$ cat src/rtl/atb_protocol_monitor.sv
// Passive ATB monitor: checks data/flush handshake rules, flags violations as
// pulses and sticky bits, captures the first failure and counts accepted traffic.
module atb_protocol_monitor #(
  parameter int DATA_WIDTH    = 32,
  parameter int BYTES_W       = (DATA_WIDTH > 8) ? $clog2(DATA_WIDTH/8) : 1,
  parameter int CNT_WIDTH     = 16,
  parameter int FLUSH_TIMEOUT = 256
) (
  input  logic                  atclk,
  input  logic                  atresetn,
  input  logic                  atclken,
  input  logic [DATA_WIDTH-1:0] atdata,
  input  logic [BYTES_W-1:0]    atbytes,
  input  logic [6:0]            atid,
  input  logic                  atvalid,
  input  logic                  atready,
  input  logic                  afvalid,
  input  logic                  afready,
  input  logic                  clr,
  output logic [6:0]            err_pulse,
  output logic [6:0]            err_sticky,
  output logic                  first_err_valid,
  output logic [2:0]            first_err_id,
  output logic                  flush_active,
  output logic [CNT_WIDTH-1:0]  xfer_count,
  output logic [CNT_WIDTH-1:0]  byte_count
);

  localparam int NCHK   = 7;
  localparam int WAIT_W = 16;

  typedef enum logic [1:0] {
    F_IDLE  = 2'd0,
    F_WAIT  = 2'd1,
    F_STUCK = 2'd2
  } flush_state_e;

  flush_state_e          flush_state;
  logic [WAIT_W-1:0]     wait_cnt;
  logic [WAIT_W-1:0]     wait_inc;
  logic                  stalled_q;
  logic [DATA_WIDTH-1:0] data_q;
  logic [BYTES_W-1:0]    bytes_q;
  logic [6:0]            id_q;
  logic                  af_pend_q;

  logic                  beat;
  logic                  id_reserved;
  logic                  bytes_bad;
  logic                  timeout_hit;
  logic [NCHK-1:0]       errs;
  logic [2:0]            first_idx;
  logic [CNT_WIDTH-1:0]  xfer_base;
  logic [CNT_WIDTH-1:0]  byte_base;
  logic [CNT_WIDTH-1:0]  xfer_next;
  logic [CNT_WIDTH-1:0]  byte_next;
  logic [CNT_WIDTH:0]    byte_sum;

  assign beat        = atvalid && atready;
  // Reserved IDs: 0x00 and the whole 0x70..0x7F block except 0x7D.
  assign id_reserved = (atid == 7'h00) || ((atid >= 7'h70) && (atid != 7'h7D));
  assign wait_inc    = wait_cnt + WAIT_W'(1);
  assign timeout_hit = (flush_state == F_WAIT) && afvalid && !afready &&
                       (wait_inc == WAIT_W'(FLUSH_TIMEOUT));

  generate
    if (DATA_WIDTH == 8) begin : g_bytes_w8
      assign bytes_bad = 1'b0;
    end else begin : g_bytes_wide
      assign bytes_bad = atvalid && (32'(atbytes) > 32'(DATA_WIDTH/8 - 1));
    end
  endgenerate

  always_comb begin
    errs      = '0;
    errs[0]   = beat && id_reserved;
    errs[1]   = bytes_bad;
    errs[2]   = stalled_q && !atvalid;
    errs[3]   = stalled_q && atvalid &&
                ((atdata != data_q) || (atbytes != bytes_q) || (atid != id_q));
    errs[4]   = af_pend_q && !afvalid;
    errs[5]   = afready && !afvalid;
    errs[6]   = timeout_hit;
    first_idx = '0;
    for (int i = NCHK-1; i >= 0; i--) begin
      if (errs[i]) first_idx = 3'(i);
    end
  end

  // Clear is folded in before the current beat so a same-cycle beat survives it.
  assign xfer_base = clr ? '0 : xfer_count;
  assign byte_base = clr ? '0 : byte_count;
  assign xfer_next = (&xfer_base) ? xfer_base : xfer_base + CNT_WIDTH'(1);
  assign byte_sum  = {1'b0, byte_base} + (CNT_WIDTH+1)'(atbytes) + (CNT_WIDTH+1)'(1);
  assign byte_next = byte_sum[CNT_WIDTH] ? '1 : byte_sum[CNT_WIDTH-1:0];

  assign flush_active = (flush_state != F_IDLE);

  always_ff @(posedge atclk or negedge atresetn) begin
    if (!atresetn) begin
      flush_state <= F_IDLE;
      wait_cnt    <= '0;
    end else if (atclken) begin
      case (flush_state)
        F_IDLE: begin
          if (afvalid && !afready) begin
            flush_state <= F_WAIT;
            wait_cnt    <= WAIT_W'(1);
          end
        end
        F_WAIT: begin
          if (afready || !afvalid) begin
            flush_state <= F_IDLE;
            wait_cnt    <= '0;
          end else begin
            wait_cnt <= wait_inc;
            if (timeout_hit) flush_state <= F_STUCK;
          end
        end
        F_STUCK: begin
          if (afready || !afvalid) begin
            flush_state <= F_IDLE;
            wait_cnt    <= '0;
          end
        end
        default: begin
          flush_state <= F_IDLE;
          wait_cnt    <= '0;
        end
      endcase
    end
  end

  always_ff @(posedge atclk or negedge atresetn) begin
    if (!atresetn) begin
      err_pulse       <= '0;
      err_sticky      <= '0;
      first_err_valid <= 1'b0;
      first_err_id    <= '0;
      xfer_count      <= '0;
      byte_count      <= '0;
      stalled_q       <= 1'b0;
      data_q          <= '0;
      bytes_q         <= '0;
      id_q            <= '0;
      af_pend_q       <= 1'b0;
    end else begin
      err_pulse <= '0;
      if (atclken) begin
        err_pulse  <= errs;
        err_sticky <= (clr ? '0 : err_sticky) | errs;
        if ((clr || !first_err_valid) && (|errs)) begin
          first_err_valid <= 1'b1;
          first_err_id    <= first_idx;
        end else if (clr) begin
          first_err_valid <= 1'b0;
          first_err_id    <= '0;
        end
        if (beat) begin
          xfer_count <= xfer_next;
          byte_count <= byte_next;
        end else if (clr) begin
          xfer_count <= '0;
          byte_count <= '0;
        end
        stalled_q <= atvalid && !atready;
        data_q    <= atdata;
        bytes_q   <= atbytes;
        id_q      <= atid;
        af_pend_q <= afvalid && !afready;
      end
    end
  end

endmodule

$ cat config.mk
export PLATFORM = sky130hd
export DESIGN_NAME = atb_protocol_monitor
export DESIGN_NICKNAME = d
export VERILOG_FILES = /design/src/rtl/atb_protocol_monitor.sv
export SDC_FILE = /design/constraint.sdc
export NUM_CORES = 1
export LEC_CHECK = 0
export CORE_UTILIZATION = 50
export CTS_CLUSTER_DIAMETER = 150
export CTS_CLUSTER_SIZE = 16
export DETAILED_ROUTE_END_ITERATION = 8
export GPL_TIMING_DRIVEN = 0
export PLACE_DENSITY = 0.84
export RECOVER_POWER = 25
export SYNTH_ARGS = -nofsm -noshare
export SYNTH_HDL_FRONTEND = slang
export SYNTH_SLANG_ARGS = --single-unit
$ cat constraint.sdc
create_clock -name atclk -period 5.1 [get_ports atclk]
set_input_delay 0.51 -clock atclk [delete_from_list [all_inputs] [get_ports atclk]]
set_output_delay 0.51 -clock atclk [all_outputs]
set_load 0.05 [all_outputs]
# After elaboration in Yosys (flattened, before gate mapping)

Cells that the tools add are included.

Flip-flop bits (word level): 111
Bits of input ports: 49
Output and inout bits: 51
Logic and storage cells: 89

Add/subtract/negate cells: 4
Order comparisons: 1
Eq/ne operators: 10
Muxes and demuxes: 27
Bitwise gates (word level): 1
Reduce and logical (&&, ||, !) cells: 33

Operators by type and width:

| cell                  | count |
|---|---|
| $mux 16               | 9 |
| $pmux 16 s3           | 1 |
| $add 16x1->16 const B | 2 |
| $ne 32x32->1          | 1 |
| $mux 3                | 8 |
| $add 16x2->17         | 1 |
| $add 17x1->17 const B | 1 |
| $eq 16x9->1 const B   | 1 |
| $reduce_and 16->1     | 1 |
| $logic_and 1x1->1     | 14 |
| $mux 7                | 2 |
| $mux 2                | 4 |
| $ge 7x7->1 const B    | 1 |
| $logic_not 7->1       | 1 |
| $ne 7x7->1            | 1 |
| $ne 7x7->1 const B    | 1 |
| $or 7x7->7            | 1 |
| $pmux 2 s3            | 1 |
| $reduce_or 6->1       | 1 |
| $logic_not 1->1       | 5 |
| $logic_or 1x1->1      | 5 |
| $ne 2x2->1 const B    | 2 |
| $reduce_and 4->1      | 1 |
| $reduce_bool 2->1     | 2 |
| other kinds (8)       | 9 |

# Longest topological paths before layout

Word-level depth: 11
Gate-level depth with buffers: 14
Depth with buffers taken out: 11

# Worst setup path after synthesis

Ideal clock, no wire load.

Kind: input-to-reg
Start point: input clr
End point: register byte_count[15]
Setup time: 0.135 ns
Arrival: 2.684 ns
Data required time: 4.965 ns
Setup slack: 2.282 ns
Cell stages on the path: 12
Path buffers: 3
Path through: buf_2 -> clkbuf_1 -> nor2_1 -> ha_1 -> nand2b_1 -> a211o_1 -> or2_2 -> clkbuf_1 -> nor4_1 -> a21oi_1 -> a31oi_1 -> o22ai_1

Word-level cells in the longest chain between the ends: 5

RTL lines:

| what                 | line | source |
|---|---|---|
| start, declared      | 19   | `input logic clr,` |
| $mux 16 *            | --   |  |
| $add 16x2->17        | 94   | `assign byte_sum = {1'b0, byte_base} + (CNT_WIDTH+1)'(atbytes) + (CNT_WIDTH+1)'(1);` |
| $add 17x1->17        | 94   |  |
| $mux 16              | 95   | `assign byte_next = byte_sum[CNT_WIDTH] ? '1 : byte_sum[CNT_WIDTH-1:0];` |
| $mux 16 *            | 159  | `if (beat) begin` |
| end signal, assigned | 161  | `byte_count <= byte_next;` |
| end, declared        | 26   | `output logic [CNT_WIDTH-1:0] byte_count` |

Mark *: on every way between the ends. The rest lies on a longest branch, timed or not.
A chain may end at the register's enable or synchronous reset.

# Worst setup path after layout

Start point: input clr
End point: register xfer_count[13]

Word-level cells in the longest chain between the ends: 4
Elaborated cells between the ends (all ways): 5
Classes of those cells: add/sub: 1; mux: 3; reduce/logical: 1

RTL lines:

| what                                               | line | source |
|---|---|---|
| $mux 16 *                                          | --   |  |
| $add 16x1->16 or $reduce_and 16->1 (tied branches) | 93   | `assign xfer_next = (&xfer_base) ? xfer_base : xfer_base + CNT_WIDTH'(1);` |
| $mux 16                                            | 93   |  |
| $mux 16 *                                          | 159  |  |
| end signal, assigned                               | 160  | `xfer_count <= xfer_next;` |
| end, declared                                      | 25   | `output logic [CNT_WIDTH-1:0] xfer_count,` |

Marks and branches as above.

==> results.txt <==
----------------------------------------------------
[STA]
  Setup skew after layout ... 0.00741 ns
  Unrepaired setup endpoints after global routing ... no
  Headroom to the max-slew limit ... -0.667
  Final Cycle Share ... 0.728
  Final count of negative-setup-slack endpoints ... 0
  Total Negative Setup Slacks ... 0 ns
  Final worst path period need ... 3.71 ns
  Max Slew Vio Count ... 112
  Fmax achieved ... 269 MHz
  Final Hold Viols ... 0
  Setup slack of the critical path after layout ... 1.39 ns
  Transition at the pin with the smallest max-transition slack ... 2.50 ns

[Synthesis]
  Fraction of registers with async set/reset ... 1.00
  Seq cells post-synth ... 109
  Syn Std Cell Area ... 5810 um2
  Most used flip-flop cell after synthesis ... sky130_fd_sc_hd__dfrtp_1
  Post-synthesis instance total ... 577
  Total of warnings raised by yosys ... 0
  Register area share after synthesis ... 0.470
  Top cell type's share of synthesized area ... 0.470
  Synth unique cells ... 64
  Library cell occupying the most area in the post-synthesis netlist ... sky130_fd_sc_hd__dfrtp_1
  Synth top area cells ... sky130_fd_sc_hd__dfrtp_1, sky130_fd_sc_hd__mux2_2, sky130_fd_sc_hd__xor2_1
  Syn_area_per_cell ... 10.1 um2
  Count of flip-flops with a built-in enable after synthesis ... 0

[Place]
  Worst setup slack after placement ... 1.06 ns
  Count of buffers from port buffering ... 96
  Placed wire-length estimate ... 10900 um
  GP Congestion ... 0.837

[Clocking]
  Clock-pin transition on the worst setup and hold timing paths ... 0.07 ns
  # Post-CTS Setup Buffers ... 0
  Number of clock buffers inserted by TritonCTS ... 9
  Number of clock sinks ... 109
  Later-pin clock latency in the skew report ... 0.36 ns
  Depth of the CTS H-tree ... 3
  Clock tree from TritonCTS ... done
  Bufs on Longest Clock Path ... 2
  Number of buffers added to fix hold violations after cts ... 0
  Library cell used as clock root buffer ... sky130_fd_sc_hd__clkbuf_16
  Post_cts resized ... 0

[Job]
  Number of violations of the max-capacitance limit ... 2

[Status]
  Violations in the final reports ... max-capacitance violations, max-slew violations
  Status ... finished with violations

[Worst setup path]
  Category of the critical setup timing path ... input port to register
  Critical Path Fanout Max ... 10
  Critical path launch point type ... input port
  FF-to-FF path depth ... 11
  Endpoint type of the worst setup path ... register
  Required arrival time at the worst endpoint ... 5.37 ns
  Critical R2R Capture ... byte_count[15]$_DFFE_PN0P_
  Arrival time worst endpoint ... 3.98 ns
  Setup slack of the most critical reg-to-reg path ... 2.46 ns
  Launch instance of the worst register-to-register path ... byte_count[1]$_DFFE_PN0P_

[Hold path]
  Hold Path Origin ... err_sticky[2]$_DFFE_PN0P_
  Cells on Worst Hold Path ... 1
  Worst hold endpoint ... err_sticky[2]$_DFFE_PN0P_
  Hold Path Class ... register to register

[Routing]
  Routed WL per cell ... 17.9 um
  Detail-routed via count per cell ... 5.93
  Final ANT Viol Nets ... 0
  DRT Pass-1 Iters ... 6
  DRT Wirelength ... 14900 um
  DR DRC count ... 0
  Starting DRT DRC Count ... 305
  Vias post-DR ... 4919

[Global routing]
  Global-route wire length before repair ... 24800 um
  Number of antenna violations at the first check in global routing ... 0
  Sum of overflow across all layers after global routing ... 0
  Largest net degree at the start of global routing ... 64
  Vias in the first global route ... 5097
  Total track usage ... 0.270

[Power and ir drop]
  Maximum resistive drop on vdd ... 0.286 mV
  Total power consumption of the routed design ... 0.00210 W
  Areal power density over the cells ... 289 nW/um2
  Leakage ... 2.96 nW

[Floorplanning]
  Die outline width ... 110 um
  I/O pin count ... 100
  Die footprint ... 12100 um2
  Vertical extent of the die ... 110 um
  Cell row count ... 38
  Starting density of the core ... 0.524
  Core Box Area ... 11100 um2

[Cells and area]
  Number of fillers in the final layout ... 878
  Number of nets in the layout ... 741
  Antenna cells ... 0
  Area growth syn-to-layout ... 24.8%
  Share of post-route cells with drive strength above 1 ... 0.114
  Utilization of the core after routing ... 0.654

----------------------------------------------------
[placed cells by master (no fill, tap or decap), types with 7 or more instances in the layout]
cell,Yosys,routed
sky130_fd_sc_hd__inv_1,20,20
sky130_fd_sc_hd__nor3_1,16,16
sky130_fd_sc_hd__nand3_1,17,17
sky130_fd_sc_hd__dfrtp_1,109,109
sky130_fd_sc_hd__nand4_1,13,13
sky130_fd_sc_hd__nand2b_1,8,8
sky130_fd_sc_hd__nor2_1,35,35
sky130_fd_sc_hd__nor2b_1,7,7
sky130_fd_sc_hd__clkdlybuf4s50_1,0,95
sky130_fd_sc_hd__a21o_1,7,7
sky130_fd_sc_hd__nor4_1,15,15
sky130_fd_sc_hd__xnor2_1,8,8
sky130_fd_sc_hd__o21ai_0,42,42
sky130_fd_sc_hd__mux2_2,41,41
sky130_fd_sc_hd__clkbuf_1,19,20
sky130_fd_sc_hd__o31ai_1,7,7
sky130_fd_sc_hd__xor2_1,52,52
sky130_fd_sc_hd__clkbuf_16,0,9
sky130_fd_sc_hd__nand2_1,47,47
sky130_fd_sc_hd__a21oi_1,27,27
[worst max path at each step]
stage,startpoint,end,cells after the start
after detailed placement,clr,xfer_count[13]$_DFFE_PN0P_,14
after floorplan,clr,byte_count[15]$_DFFE_PN0P_,12
after global routing,atresetn,wait_cnt[3]$_DFFE_PN0P_,2
after CTS,clr,xfer_count[13]$_DFFE_PN0P_,14
after global placement,atresetn,byte_count[7]$_DFFE_PN0P_,1
final,clr,xfer_count[13]$_DFFE_PN0P_,14
[cells in the mapped netlist (13+ instances only)]
cell                       instances
sky130_fd_sc_hd__nand3_1          17
sky130_fd_sc_hd__nor4_1           15
sky130_fd_sc_hd__clkbuf_1         19
sky130_fd_sc_hd__inv_1            20
sky130_fd_sc_hd__nor3_1           16
sky130_fd_sc_hd__mux2_2           41
sky130_fd_sc_hd__nand4_1          13
sky130_fd_sc_hd__nand2_1          47
sky130_fd_sc_hd__nor2_1           35
sky130_fd_sc_hd__xor2_1           52
sky130_fd_sc_hd__dfrtp_1         109
sky130_fd_sc_hd__o21ai_0          42
sky130_fd_sc_hd__a21oi_1          27
[cell families after synthesis]
logic type                 count (synthesis)  share of synthesized area
AOI/OAI and AO/OA                        124                      0.139
adders and majority gates                  6                     0.0142
muxes                                     41                     0.0795
DFF                                      109                      0.470
other                                      1                   0.000646
and+or+nand+nor                          190                      0.175
xor gates and xnor gates                  60                     0.0905
buffers and inverters                     46                     0.0317
[critical path, stage by stage]
cell and delay [ns]:
sky130_fd_sc_hd__clkdlybuf4s50_1 0.48, sky130_fd_sc_hd__buf_2 0.24, sky130_fd_sc_hd__clkbuf_1 0.41, sky130_fd_sc_hd__clkbuf_1 0.48, sky130_fd_sc_hd__nor2b_1 0.12, sky130_fd_sc_hd__ha_1 0.27
sky130_fd_sc_hd__nand2_1 0.10, sky130_fd_sc_hd__nor3_1 0.07, sky130_fd_sc_hd__a31oi_2 0.40, sky130_fd_sc_hd__and4_1 0.24, sky130_fd_sc_hd__buf_2 0.17, sky130_fd_sc_hd__nand4_1 0.13
sky130_fd_sc_hd__xor2_1 0.17, sky130_fd_sc_hd__o21ai_0 0.17
[report_power, final]
part | switching [W] | leakage [nW] | total, W | internal [W]
registers | 0.0000497 | 1.39 | 0.000974 | 0.000924
clock network | 0.000323 | 0.145 | 0.000717 | 0.000393
logic | 0.000241 | 1.42 | 0.000405 | 0.000164
total | 0.000615 | 2.96 | 0.00210 | 0.00148
[layer usage]
metal,wire length [um],track usage,part of all wire,vias to the layer above
met5,0,0,0,-
met4,386,0.106,0.026,0
met3,863,0.0605,0.058,29
met2,7520,0.466,0.51,171
met1,6110,0.328,0.41,2444
li1,-,-,-,2275
[state kept, by name (all words and copies together), names as in the netlist, 3 cells and up]
signal        count
id_q              7
first_err_id      3
data_q           32
byte_count       16
xfer_count       16
err_pulse         6
wait_cnt         16
err_sticky        6
[final cells by class]
| type | count | area, um2 | area share |
|---|---|---|---|
| Multi-Input combinational cell | 423 | 2900 | 0.400 |
| Sequential cell | 109 | 2730 | 0.376 |
| Timing Repair Buffer | 97 | 960 | 0.132 |
| Clock buffer | 10 | 239 | 0.0330 |
| Tap cell | 140 | 175 | 0.0242 |
| Buffer | 26 | 109 | 0.0150 |
| Inverter | 20 | 75.1 | 0.0104 |
| Clock inverter | 5 | 60.1 | 0.00829 |
[metrics by stage]
stage | area [um2] | instances | hold WS (ns)
6_report | 7250 | 830 | 0.476
5_1_grt | 7250 | 830 | 0.499
4_1_cts | 7270 | 830 | 0.187
3_5_place_dp | 6970 | 815 | 0.466
3_3_place_gp | 6950 | 814 | 0.460
2_1_floorplan | 5810 | 578 | 0.214
Note: power is estimated with default switching activity, not from simulation.
